`src/rtl/game_pkg.sv`:
```
// Shared types and constants for the dinosaur runner game sequencer.
package game_pkg;

    localparam int SPEED_W = 4;
    localparam int SCORE_W = 16;

    localparam logic [SCORE_W-1:0] BCD_ZERO = 16'h0000;

    // Encoding of game_status seen by the jump and ground blocks
    localparam logic GAME_STOP = 1'b0;
    localparam logic GAME_RUN  = 1'b1;

    typedef enum logic [1:0] {
        IDLE = 2'd0,
        RUN  = 2'd1,
        DEAD = 2'd2
    } game_state_t;

    function automatic logic [SCORE_W-1:0] bcd_inc(
        input logic [SCORE_W-1:0] v
    );
        logic [SCORE_W-1:0] r;
        logic               c;
        r = v;
        c = 1'b1;
        for (int i = 0; i < SCORE_W / 4; i++) begin
            if (c) begin
                if (v[4*i +: 4] == 4'd9) begin
                    r[4*i +: 4] = 4'd0;
                end else begin
                    r[4*i +: 4] = v[4*i +: 4] + 4'd1;
                    c = 1'b0;
                end
            end
        end
        return r;
    endfunction

endpackage

```
`src/rtl/bcd_counter4.sv`:
```
// Four-digit BCD up counter with a pulse on the 99->00 roll of the low digits.
module bcd_counter4
    import game_pkg::*;
(
    input  logic               CLK,
    input  logic               clrn,
    input  logic               clear,
    input  logic               inc,
    output logic [SCORE_W-1:0] value,
    output logic               hundreds_carry
);

    assign hundreds_carry = inc & ~clear & (value[7:0] == 8'h99);

    always_ff @(posedge CLK or negedge clrn) begin
        if (!clrn) begin
            value <= BCD_ZERO;
        end else if (clear) begin
            value <= BCD_ZERO;
        end else if (inc) begin
            value <= bcd_inc(value);
        end
    end

endmodule

```
`src/rtl/game_ctrl.sv`:
```
// Game sequencer: idle/run/dead FSM, BCD score, high score and buzzer.
module game_ctrl
    import game_pkg::*;
#(
    parameter int                 FRAMES_PER_POINT = 6,
    parameter logic [SPEED_W-1:0] SPEED_INIT       = 4'd2,
    parameter logic [SPEED_W-1:0] SPEED_MAX        = 4'd12,
    parameter int                 HOLD_FRAMES      = 60,
    parameter int                 BUZZ_FRAMES      = 20
) (
    input  logic               CLK,
    input  logic               clrn,
    input  logic               btn_jump,
    input  logic               vs,
    input  logic               collide,
    output logic               game_status,
    output logic [SPEED_W-1:0] speed,
    output logic [SCORE_W-1:0] score,
    output logic [SCORE_W-1:0] hi_score,
    output logic               buzz
);

    localparam int FW = $clog2(FRAMES_PER_POINT + 1);
    localparam int HW = $clog2(HOLD_FRAMES + 1);
    localparam int BW = $clog2(BUZZ_FRAMES + 1);

    localparam logic [FW-1:0] FRAME_LAST = FW'(FRAMES_PER_POINT - 1);

    game_state_t state;

    logic btn_s1, btn_s2, btn_h;
    logic vs_s1, vs_s2, vs_h;
    logic start, tick;
    logic hit;

    logic [FW-1:0] frame_cnt;
    logic [HW-1:0] hold_cnt;
    logic [BW-1:0] buzz_cnt;

    logic go, sc_inc, hc;

    always_ff @(posedge CLK or negedge clrn) begin
        if (!clrn) begin
            btn_s1 <= 1'b0;
            btn_s2 <= 1'b0;
            btn_h  <= 1'b0;
            vs_s1  <= 1'b0;
            vs_s2  <= 1'b0;
            vs_h   <= 1'b0;
        end else begin
            btn_s1 <= btn_jump;
            btn_s2 <= btn_s1;
            btn_h  <= btn_s2;
            vs_s1  <= vs;
            vs_s2  <= vs_s1;
            vs_h   <= vs_s2;
        end
    end

    assign start = btn_s2 & ~btn_h;
    assign tick  = vs_h & ~vs_s2;

    assign go = start & ((state == IDLE) |
                         ((state == DEAD) & (hold_cnt == '0)));

    assign sc_inc = (state == RUN) & tick & ~hit &
                    (frame_cnt == FRAME_LAST);

    bcd_counter4 u_score (
        .CLK           (CLK),
        .clrn          (clrn),
        .clear         (go),
        .inc           (sc_inc),
        .value         (score),
        .hundreds_carry(hc)
    );

    // A collide on the tick edge belongs to the next frame
    always_ff @(posedge CLK or negedge clrn) begin
        if (!clrn) begin
            hit <= 1'b0;
        end else if (state != RUN) begin
            hit <= 1'b0;
        end else if (tick) begin
            hit <= collide;
        end else if (collide) begin
            hit <= 1'b1;
        end
    end

    always_ff @(posedge CLK or negedge clrn) begin
        if (!clrn) begin
            state       <= IDLE;
            game_status <= GAME_STOP;
            speed       <= '0;
            hi_score    <= BCD_ZERO;
            buzz        <= 1'b0;
            frame_cnt   <= '0;
            hold_cnt    <= '0;
            buzz_cnt    <= '0;
        end else if (go) begin
            state       <= RUN;
            game_status <= GAME_RUN;
            speed       <= SPEED_INIT;
            buzz        <= 1'b0;
            frame_cnt   <= '0;
            hold_cnt    <= '0;
            buzz_cnt    <= '0;
        end else begin
            unique case (state)
                RUN: begin
                    if (tick && hit) begin
                        state       <= DEAD;
                        game_status <= GAME_STOP;
                        buzz        <= 1'b1;
                        hold_cnt    <= HW'(HOLD_FRAMES);
                        buzz_cnt    <= BW'(BUZZ_FRAMES);
                        if (score > hi_score) begin
                            hi_score <= score;
                        end
                    end else if (tick) begin
                        if (frame_cnt == FRAME_LAST) begin
                            frame_cnt <= '0;
                        end else begin
                            frame_cnt <= frame_cnt + FW'(1);
                        end
                        if (hc && speed < SPEED_MAX) begin
                            speed <= speed + SPEED_W'(1);
                        end
                    end
                end
                DEAD: begin
                    if (tick) begin
                        if (hold_cnt != '0) begin
                            hold_cnt <= hold_cnt - HW'(1);
                        end
                        if (buzz_cnt != '0) begin
                            buzz_cnt <= buzz_cnt - BW'(1);
                            if (buzz_cnt == BW'(1)) begin
                                buzz <= 1'b0;
                            end
                        end
                    end
                end
                default: begin
                    game_status <= GAME_STOP;
                    speed       <= '0;
                end
            endcase
        end
    end

endmodule

```
`config.mk`:
```
export PLATFORM = sky130hd
export DESIGN_NAME = game_ctrl
export DESIGN_NICKNAME = d
export VERILOG_FILES = /design/src/rtl/game_pkg.sv /design/src/rtl/bcd_counter4.sv /design/src/rtl/game_ctrl.sv
export SDC_FILE = /design/constraint.sdc
export NUM_CORES = 1
export LEC_CHECK = 0
export ABC_AREA = 1
export BUFFER_PORTS_ARGS = -buffer_cell sky130_fd_sc_hd__buf_2
export CAP_MARGIN = 20
export CORE_UTILIZATION = 60
export DETAILED_ROUTE_END_ITERATION = 7
export PLACE_DENSITY = 0.82
export SLEW_MARGIN = 20
export SYNTH_ARGS = -nofsm -noshare
export SYNTH_HDL_FRONTEND = slang
export SYNTH_SLANG_ARGS = --single-unit
```
`constraint.sdc`:
```
create_clock -name CLK -period 3.4 [get_ports CLK]
set_clock_uncertainty 0.15 [all_clocks]
set_input_delay 0.68 -clock CLK [delete_from_list [all_inputs] [get_ports CLK]]
set_output_delay 0.68 -clock CLK [all_outputs]
set_load 0.02 [all_outputs]
```
==> key figures, run 1 <==
Worst hold path
  – Path category of the worst min-delay check: register to register
  – Hold depth: 0

Yosys
  – Post-synthesis share of cell area spent on and, or, nand and nor gates: 0.280
  – Seq cells post-synth: 61
  – Number of synthesized flops with an enable pin: 0
  – Area contributors post-synth: sky130_fd_sc_hd__dfrtp_1 43%, sky130_fd_sc_hd__nand2_1 12%, sky130_fd_sc_hd__ha_1 10%, sky130_fd_sc_hd__nand3_1 6.2%, sky130_fd_sc_hd__inv_1 5.6%
  – Post-synth top flop: sky130_fd_sc_hd__dfrtp_1
  – Top post-synthesis cells by count: 113 x sky130_fd_sc_hd__nand2_1, 61 x sky130_fd_sc_hd__dfrtp_1, 53 x sky130_fd_sc_hd__inv_1, 44 x sky130_fd_sc_hd__nand3_1, 29 x sky130_fd_sc_hd__ha_1
  – Asr flop ratio synth: 1.00
  – Summed instance area of the synthesized netlist: 3530 µm²
  – Biggest area consumer among synthesized cells: sky130_fd_sc_hd__dfrtp_1
  – Area fraction in compound gates after synthesis: 0.0949
  – Most numerous cell in the Yosys netlist: sky130_fd_sc_hd__nand2_1
  – Post-Syn Nets: 467
  – Mapped Avg Cell Area: 8.16 µm²
  – Synth Instances: 433
  – YS warnings: 0
  – Part of the Yosys area used for sequential elements: 0.432
  – Xor-xnor portion of the synthesized cell area: 0.0124
  – Adder and majority gate portion of the synthesized area: 0.103
  – Main combinational cell family by area after synthesis: simple AND/OR/NAND/NOR gates
  – Fraction of post-synthesis cell area in the top cell type by area: 0.432
  – Post-synth cell types: 38
  – Share of cell area taken by muxes after synthesis: 0

Timing
  – Final Hold Viols: 0
  – Slack of the critical path: 0.903 ns
  – Slew of the pin with the lowest slew margin: 0.773 ns
  – Setup repair after global routing missed its margin: no
  – Final sum of negative setup slack: 0 ns
  – Period minus WS final: 2.50 ns
  – Max Clock Freq: 0.401 GHz
  – Worst slew margin: 0.484
  – Ratio of final minimum period to clock period: 0.734
  – Final setup violation count: 0
  – Final count of pins violating max slew: 0

GRT
  – Maximum number of pins on one net before global-route repair: 62
  – Vias in the first global route: 2,725
  – Wire length of the first global-routing pass: 12,100 µm
  – Initial antenna violation count: 0
  – Overall overflow remaining after global route: 0
  – Total global-route track usage: 0.252

Die
  – Area of the core region: 5610 µm²
  – Effective utilization at floorplan: 0.630
  – Width of the die: 78.8 µm
  – Number of core rows: 27
  – Total I/O pin count: 43
  – Vert. Die Dim: 78.8 µm
  – Total Die Area: 6200 µm²

Setup path
  – Most frequent CP cell: sky130_fd_sc_hd__nand2_1
  – Critical path depth: 8
  – Startpoint types: register
  – CP arrival: 2.57 ns
  – Maximum net fanout on the critical path: 17
  – End of the worst register-to-register path: hi_score[9]$_DFFE_PN0P_
  – Worst Path Class, Setup: register to register
  – Worst reg2reg path depth: 8
  – Critical path endpoint: hi_score[9]$_DFFE_PN0P_
  – Cells along the critical path: ha_1, nand4_1, nor3_2, nand2_1, nand2_1, nand2_4, nand2_1, nand2_1
  – Reg-to-Reg Start: u_score.value[12]$_DFFE_PN0P_
  – Required time at the worst-slack endpoint: 3.47 ns
  – Register-to-register setup slack: 0.90 ns
  – Timing startpoint of the critical path: u_score.value[12]$_DFFE_PN0P_
  – Largest delay share family, worst path: simple AND/OR/NAND/NOR gates
  – Max stage delay on crit path: 0.47 ns
  – Endpoint kind of the worst setup timing path: register
  – Crit-path slowest cell: sky130_fd_sc_hd__dfrtp_1
  – Number of buffers and inverters on the critical path: 0

Cells and area
  – Count of filler cells inserted in the layout: 444
  – Antenna diode count: 0
  – Final layout net count: 515
  – Fraction of the core area covered by cells at the end of the flow: 0.712
  – Fraction of layout instances using a drive strength above 1: 0.195
  – Post-synthesis to final-layout area growth: 12.9%

Clocking
  – Setup fix buffers added after clock tree synthesis: 0
  – Root Buffer Master: sky130_fd_sc_hd__clkbuf_8
  – Hold buffer count at cts: 0
  – Maximum level of the CTS H-tree: 3
  – Total number of clock tree sinks: 61
  – CTS clk-pin slew, worst paths: 0.07 ns
  – Post-CTS sizing: 0
  – Buffer levels on the longest clock path: 2
  – TritonCTS clock tree: built
  – Insertion delay to the later sink of the worst-skew pair: 0.33 ns
  – Number of buffers inserted during clock tree synthesis: 9

Power
  – Power per cell area: 753 nW/µm²
  – Comb pwr share: 0.435
  – Switching portion of total power: 0.446
  – P_int: 1.66 mW
  – Leakage: 2.17 nW
  – Net load switching power: 1.34 mW
  – Share of power burned in the clock network: 0.210
  – Power Total: 3.00 mW
  – Fraction of power consumed by sequential logic: 0.355
  – Worst ir drop on vdd: 479 µV

Flow run
  – Max-cap check violation count: 0

Detailed routing
  – Drt via density: 5.36
  – Routed length per placed instance: 12.6 µm
  – DRC errors left: 0
  – Final Routed Wirelength: 7040 µm
  – Routed Antenna Nets: 0
  – Iteration-0 DRC Markers: 190
  – DR vias: 2,990
  – DR pass1 iterations: 5

Run status
  – Outcome: finished clean

Place
  – Hpwl dp: 5030 µm
  – RePlAce Congestion: 0.821
  – Setup slack after placement: 0.916 ns
  – Port bufs: 42
area by class of cell:
type	count	area [µm²]	area share
repair buffers	43	218	0.0546
multi-input cells	304	1730	0.434
flip-flops and latches	61	1530	0.383
clock inverters	5	50.0	0.0125
well taps	72	90.1	0.0226
inverters	62	234	0.0586
clock buffers	11	141	0.0354
per-stage QoR:
| stage | hold WS (ns) | std cells | area, µm² |
|---|---|---|---|
| 6_report | 0.199 | 558 | 3990 |
| 5_1_grt | 0.203 | 558 | 3990 |
| 4_1_cts | 0.200 | 558 | 3990 |
| 3_5_place_dp | 0.186 | 542 | 3800 |
| 3_3_place_gp | 0.182 | 542 | 3800 |
| 2_1_floorplan | 0.181 | 433 | 3530 |
power groups by stage:
stage	Sequential, mW	Clock, mW	Combinational (mW)
after detailed placement	1.07	0	1.31
after floorplan	1.12	0	0.954
after CTS	1.06	0.642	1.32
final	1.07	0.629	1.31
after global placement	1.07	0	1.24
after global routing	1.09	0.676	1.47
cells in the final DEF, fill, tap and decap left out, types with 3 or more instances in the layout:
master / n
sky130_fd_sc_hd__nor2_4: 3
sky130_fd_sc_hd__or2_2: 4
sky130_fd_sc_hd__nand3_1: 44
sky130_fd_sc_hd__nor2_2: 3
sky130_fd_sc_hd__inv_2: 8
sky130_fd_sc_hd__buf_2: 42
sky130_fd_sc_hd__nor3_1: 3
sky130_fd_sc_hd__nand4_1: 4
sky130_fd_sc_hd__o21ai_0: 18
sky130_fd_sc_hd__inv_1: 53
sky130_fd_sc_hd__ha_1: 29
sky130_fd_sc_hd__dfrtp_1: 61
sky130_fd_sc_hd__nand2_1: 113
sky130_fd_sc_hd__nand2_2: 8
sky130_fd_sc_hd__o21ai_1: 13
sky130_fd_sc_hd__nor2_1: 21
sky130_fd_sc_hd__xor2_1: 4
sky130_fd_sc_hd__a21oi_1: 15
sky130_fd_sc_hd__clkbuf_8: 10
sky130_fd_sc_hd__clkinv_2: 5
worst min path at each step:
stage	startpoint	endpoint	slack (ns)
CTS	btn_s1$_DFF_PN0_	btn_s2$_DFF_PN0_	0.20
floorplan	btn_s1$_DFF_PN0_	btn_s2$_DFF_PN0_	0.18
global route	btn_s1$_DFF_PN0_	btn_s2$_DFF_PN0_	0.20
finish	btn_s1$_DFF_PN0_	btn_s2$_DFF_PN0_	0.20
global placement	vs_s1$_DFF_PN0_	vs_s2$_DFF_PN0_	0.18
detailed placement	btn_s1$_DFF_PN0_	btn_s2$_DFF_PN0_	0.19
flip-flops by register name (all words and copies together) (netlist names):
signal and cells:
u_score.value 16, hold_cnt 6, hit 1, speed 4, vs_h 1, btn_s2 1, frame_cnt 3, game_status 1
btn_s1 1, buzz_cnt 5, hi_score 16, vs_s2 1, buzz 1, vs_s1 1, state 2, btn_h 1
metal layers:
metal  GRT usage  up-vias  wire, µm
li1            -     1497         -
met1       0.330     1414      3330
met2       0.403       66      3330
met3      0.0437       13       234
met4       0.124        0       138
met5           0        -         0
kinds of logic after synthesis:
family                     Yosys count
AOI/OAI and AO/OA                   58
and+or+nand+nor                    212
xor gates and xnor gates             5
adders and majority gates           29
DFF                                 61
buffers and inverters               68
Power figures use the tool's default switching activity.
==> inputs of run 2 (changes only) <==
--- a/config.mk
+++ b/config.mk
@@ -8,9 +8,9 @@
 export ABC_AREA = 1
 export BUFFER_PORTS_ARGS = -buffer_cell sky130_fd_sc_hd__buf_2
 export CAP_MARGIN = 20
-export CORE_UTILIZATION = 60
+export CORE_UTILIZATION = 58
 export DETAILED_ROUTE_END_ITERATION = 7
-export PLACE_DENSITY = 0.82
+export PLACE_DENSITY = 0.8
 export SLEW_MARGIN = 20
 export SYNTH_ARGS = -nofsm -noshare
 export SYNTH_HDL_FRONTEND = slang
==> constraint.sdc (replaced) <==
create_clock -name CLK -period 2.5 [get_ports CLK]
set_clock_uncertainty 0.15 [all_clocks]
set_input_delay 0.5 -clock CLK [delete_from_list [all_inputs] [get_ports CLK]]
set_output_delay 0.5 -clock CLK [all_outputs]
set_load 0.02 [all_outputs]
==> run 2 against run 1 <==
Effect of this change: the run now ends with DRC left; critical path depth stayed put; largest cell class unchanged; non-clock buffer count is 9 higher; first-iteration DRC count is 19% lower; register-to-register slack worse by 0.64 ns; sequential share of layout area is 0.99 points lower; highest routed layer unchanged.
==> key figures, run 2 (same netlist as run 1, synthesis figures left out) <==
Run status
  – Outcome: finished, violations left
  – Failing checks: DRC

Setup path
  – Worst Path Class, Setup: register to register
  – Maximum net fanout on the critical path: 10 (-7)
  – End of the worst register-to-register path: hi_score[8]$_DFFE_PN0P_
  – Reg-to-Reg Start: u_score.value[14]$_DFFE_PN0P_
  – CP arrival: 2.36 ns (-0.21 ns)
  – Cells along the critical path: ha_1, nand4_1, nor3_2, nand2_1, nand2_1, buf_4, nand3_1, nand2_1
  – Endpoint kind of the worst setup timing path: register
  – Crit-path slowest cell: sky130_fd_sc_hd__dfrtp_1
  – Register-to-register setup slack: 0.26 ns (-0.64 ns)
  – Max stage delay on crit path: 0.47 ns (about the same)
  – Required time at the worst-slack endpoint: 2.62 ns (-0.85 ns)
  – Worst reg2reg path depth: 8 (unchanged)
  – Startpoint types: register
  – Most frequent CP cell: sky130_fd_sc_hd__nand2_1

Timing
  – Period minus WS final: 2.24 ns (-0.257 ns)
  – Final count of pins violating max slew: 0 (unchanged)
  – Final Hold Viols: 0 (unchanged)
  – Ratio of final minimum period to clock period: 0.896 (+0.162)
  – Worst slew margin: 0.655 (+0.170)
  – Slew of the pin with the lowest slew margin: 0.518 ns (-0.256 ns)
  – Final setup violation count: 0 (unchanged)
  – Setup repair after global routing missed its margin: no
  – Worst hold slack across all endpoints: 0.119 ns (-0.0799 ns)
  – Max Clock Freq: 0.446 GHz (+11%)
  – Final sum of negative setup slack: 0 ns (unchanged)

Cells and area
  – Most common cell after layout, fill and taps aside: sky130_fd_sc_hd__nand2_1
  – Count of filler cells inserted in the layout: 464 (+4.5%)
  – Multi-input combinational cell area: 1730 µm² (unchanged)
  – Non-filler instance count after layout: 570 (+2.2%)
  – Fraction of layout instances using a drive strength above 1: 0.208 (+0.0126)
  – Most frequent cells in the layout: 113 x sky130_fd_sc_hd__nand2_1, 61 x sky130_fd_sc_hd__dfrtp_1, 53 x sky130_fd_sc_hd__inv_1, 44 x sky130_fd_sc_hd__nand3_1, 42 x sky130_fd_sc_hd__buf_2
  – Top Registers: hi_score (16), u_score.value (16), hold_cnt (6)
  – Post-synthesis to final-layout area growth: 15.9%
  – Final layout net count: 524 (+1.7%)
  – Reg area: 1530 µm² (unchanged)
  – Antenna diode count: 0 (unchanged)

Place
  – RePlAce Congestion: 0.817 (-0.58%)
  – Port bufs: 42 (unchanged)
  – Hpwl dp: 5380 µm (+7.0%)
  – Total instance count after detailed placement: 553 (+2.0%)

Power
  – Power per cell area: 1020 nW/µm² (+35%)
  – Net load switching power: 1.81 mW (+35%)
  – Fraction of power consumed by sequential logic: 0.348 (-0.007)
  – Comb pwr share: 0.434 (about the same)
  – Leakage: 2.23 nW (+2.5%)
  – Worst ir drop on vdd: 659 µV (+38%)
  – P_int: 2.37 mW (+42%)
  – Share of power burned in the clock network: 0.218 (+0.008)
  – Switching portion of total power: 0.433 (-0.0132)

Worst hold path
  – Worst hold endpoint: btn_s1$_DFF_PN0_
  – Path category of the worst min-delay check: input port to register
  – Launch point of the worst hold path: btn_jump
  – Hold depth: 1 (+1)

Die
  – Number of core rows: 28 (+3.7%)
  – Effective utilization at floorplan: 0.601 (-0.0297)
  – Total Die Area: 6410 µm² (+3.4%)
  – Total I/O pin count: 43 (unchanged)
  – Area of the core region: 5890 µm² (+5.0%)
  – Width of the die: 80.1 µm (+1.7%)
  – Vert. Die Dim: 80.1 µm (+1.7%)

Clocking
  – TritonCTS clock tree: built
  – Buffer levels on the longest clock path: 2 (unchanged)
  – Number of buffers inserted during clock tree synthesis: 9 (unchanged)
  – CTS clk-pin slew, worst paths: 0.07 ns (about the same)
  – Post-CTS sizing: 0 (unchanged)
  – Maximum level of the CTS H-tree: 3 (unchanged)
  – Total number of clock tree sinks: 61 (unchanged)
  – Root Buffer Master: sky130_fd_sc_hd__clkbuf_8
  – Insertion delay to the later sink of the worst-skew pair: 0.33 ns (about the same)

Detailed routing
  – Routed length per placed instance: 12.8 µm (+1.7%)
  – DRC errors left: 1 (+1)
  – Final Routed Wirelength: 7320 µm (+3.9%)
  – Iteration-0 DRC Markers: 154 (-19%)
  – DR pass1 iterations: 6 (+1)
  – Drt via density: 5.33 (-0.47%)
  – Routed Antenna Nets: 0 (unchanged)
  – DR vias: 3,040 (+1.7%)

GRT
  – Wire length of the first global-routing pass: 12,600 µm (+3.9%)
  – Maximum number of pins on one net before global-route repair: 43 (-31%)
  – Overall overflow remaining after global route: 0 (unchanged)
  – Vias in the first global route: 2,823 (+3.6%)
  – Initial antenna violation count: 0 (unchanged)
  – Total global-route track usage: 0.258 (+0.00663)

Flow run
  – Max-cap check violation count: 0 (unchanged)
run 2: changes by cell type in the layout (fill, tap and decap cells not counted):
cell / delta
sky130_fd_sc_hd__buf_4: +7
sky130_fd_sc_hd__clkinv_2: -3
sky130_fd_sc_hd__clkbuf_8: +2
sky130_fd_sc_hd__buf_12: +1
sky130_fd_sc_hd__clkinvlp_4: +1
sky130_fd_sc_hd__dlygate4sd3_1: +1
run 2: metal layers:
layer	GRT usage	up-vias	wire, µm
li1	-	1526	-
met1	0.322	1433	3280
met2	0.422	70	3570
met3	0.0761	11	333
met4	0.0982	0	128
met5	0	-	0
run 2: timing repair:
item                                   CTS  global route
hold buffers                             1             0
endpoints found under the hold margin   19             0
setup buffers                            0             0
run 2: power by group through the flow:
stage               logic, mW  registers (mW)  clock network [mW]
finish                   1.81            1.45               0.909
detailed placement       1.80            1.46                   0
global route             2.07            1.49               0.983
global placement         1.73            1.46                   0
CTS                      1.82            1.45               0.935
floorplan                1.30            1.53                   0
run 2: area by class of cell:
cell class	instances	area share
clock inverter	3	0.0104
inverter	62	0.0571
sequential	61	0.373
tap	75	0.0229
multi-input combinational	304	0.422
timing repair buffer	52	0.0733
clock buffer	13	0.0412
run 2: through the flow:
stage               cell area, µm²  power (mW)  utilization  setup slack, ns
detailed placement            3870        3.26        0.658            0.351
global route                  4100        4.54        0.696           0.0811
floorplan                     3530        2.82            -            0.477
global placement              3870        3.19        0.658            0.393
CTS                           4100        4.20        0.696            0.276
finish                        4100        4.17        0.696            0.260
run 2: how the worst max path moves through the flow:
stage                                       start                       to  slack (ns)
global placement    u_score.value[14]$_DFFE_PN0P_  hi_score[3]$_DFFE_PN0P_        0.39
finish              u_score.value[14]$_DFFE_PN0P_  hi_score[8]$_DFFE_PN0P_        0.26
global route        u_score.value[14]$_DFFE_PN0P_  hi_score[8]$_DFFE_PN0P_        0.08
detailed placement  u_score.value[14]$_DFFE_PN0P_  hi_score[1]$_DFFE_PN0P_        0.35
floorplan           u_score.value[14]$_DFFE_PN0P_  hi_score[8]$_DFFE_PN0P_        0.48
CTS                 u_score.value[14]$_DFFE_PN0P_  hi_score[8]$_DFFE_PN0P_        0.28
run 2: critical path, delay by kind of cell (launching register included):
family / cells / cell delay (ns)
and+or+nand+nor: 6 / 0.98
buffers and inverters: 1 / 0.23
DFF: 1 / 0.47
adders and majority gates: 1 / 0.36
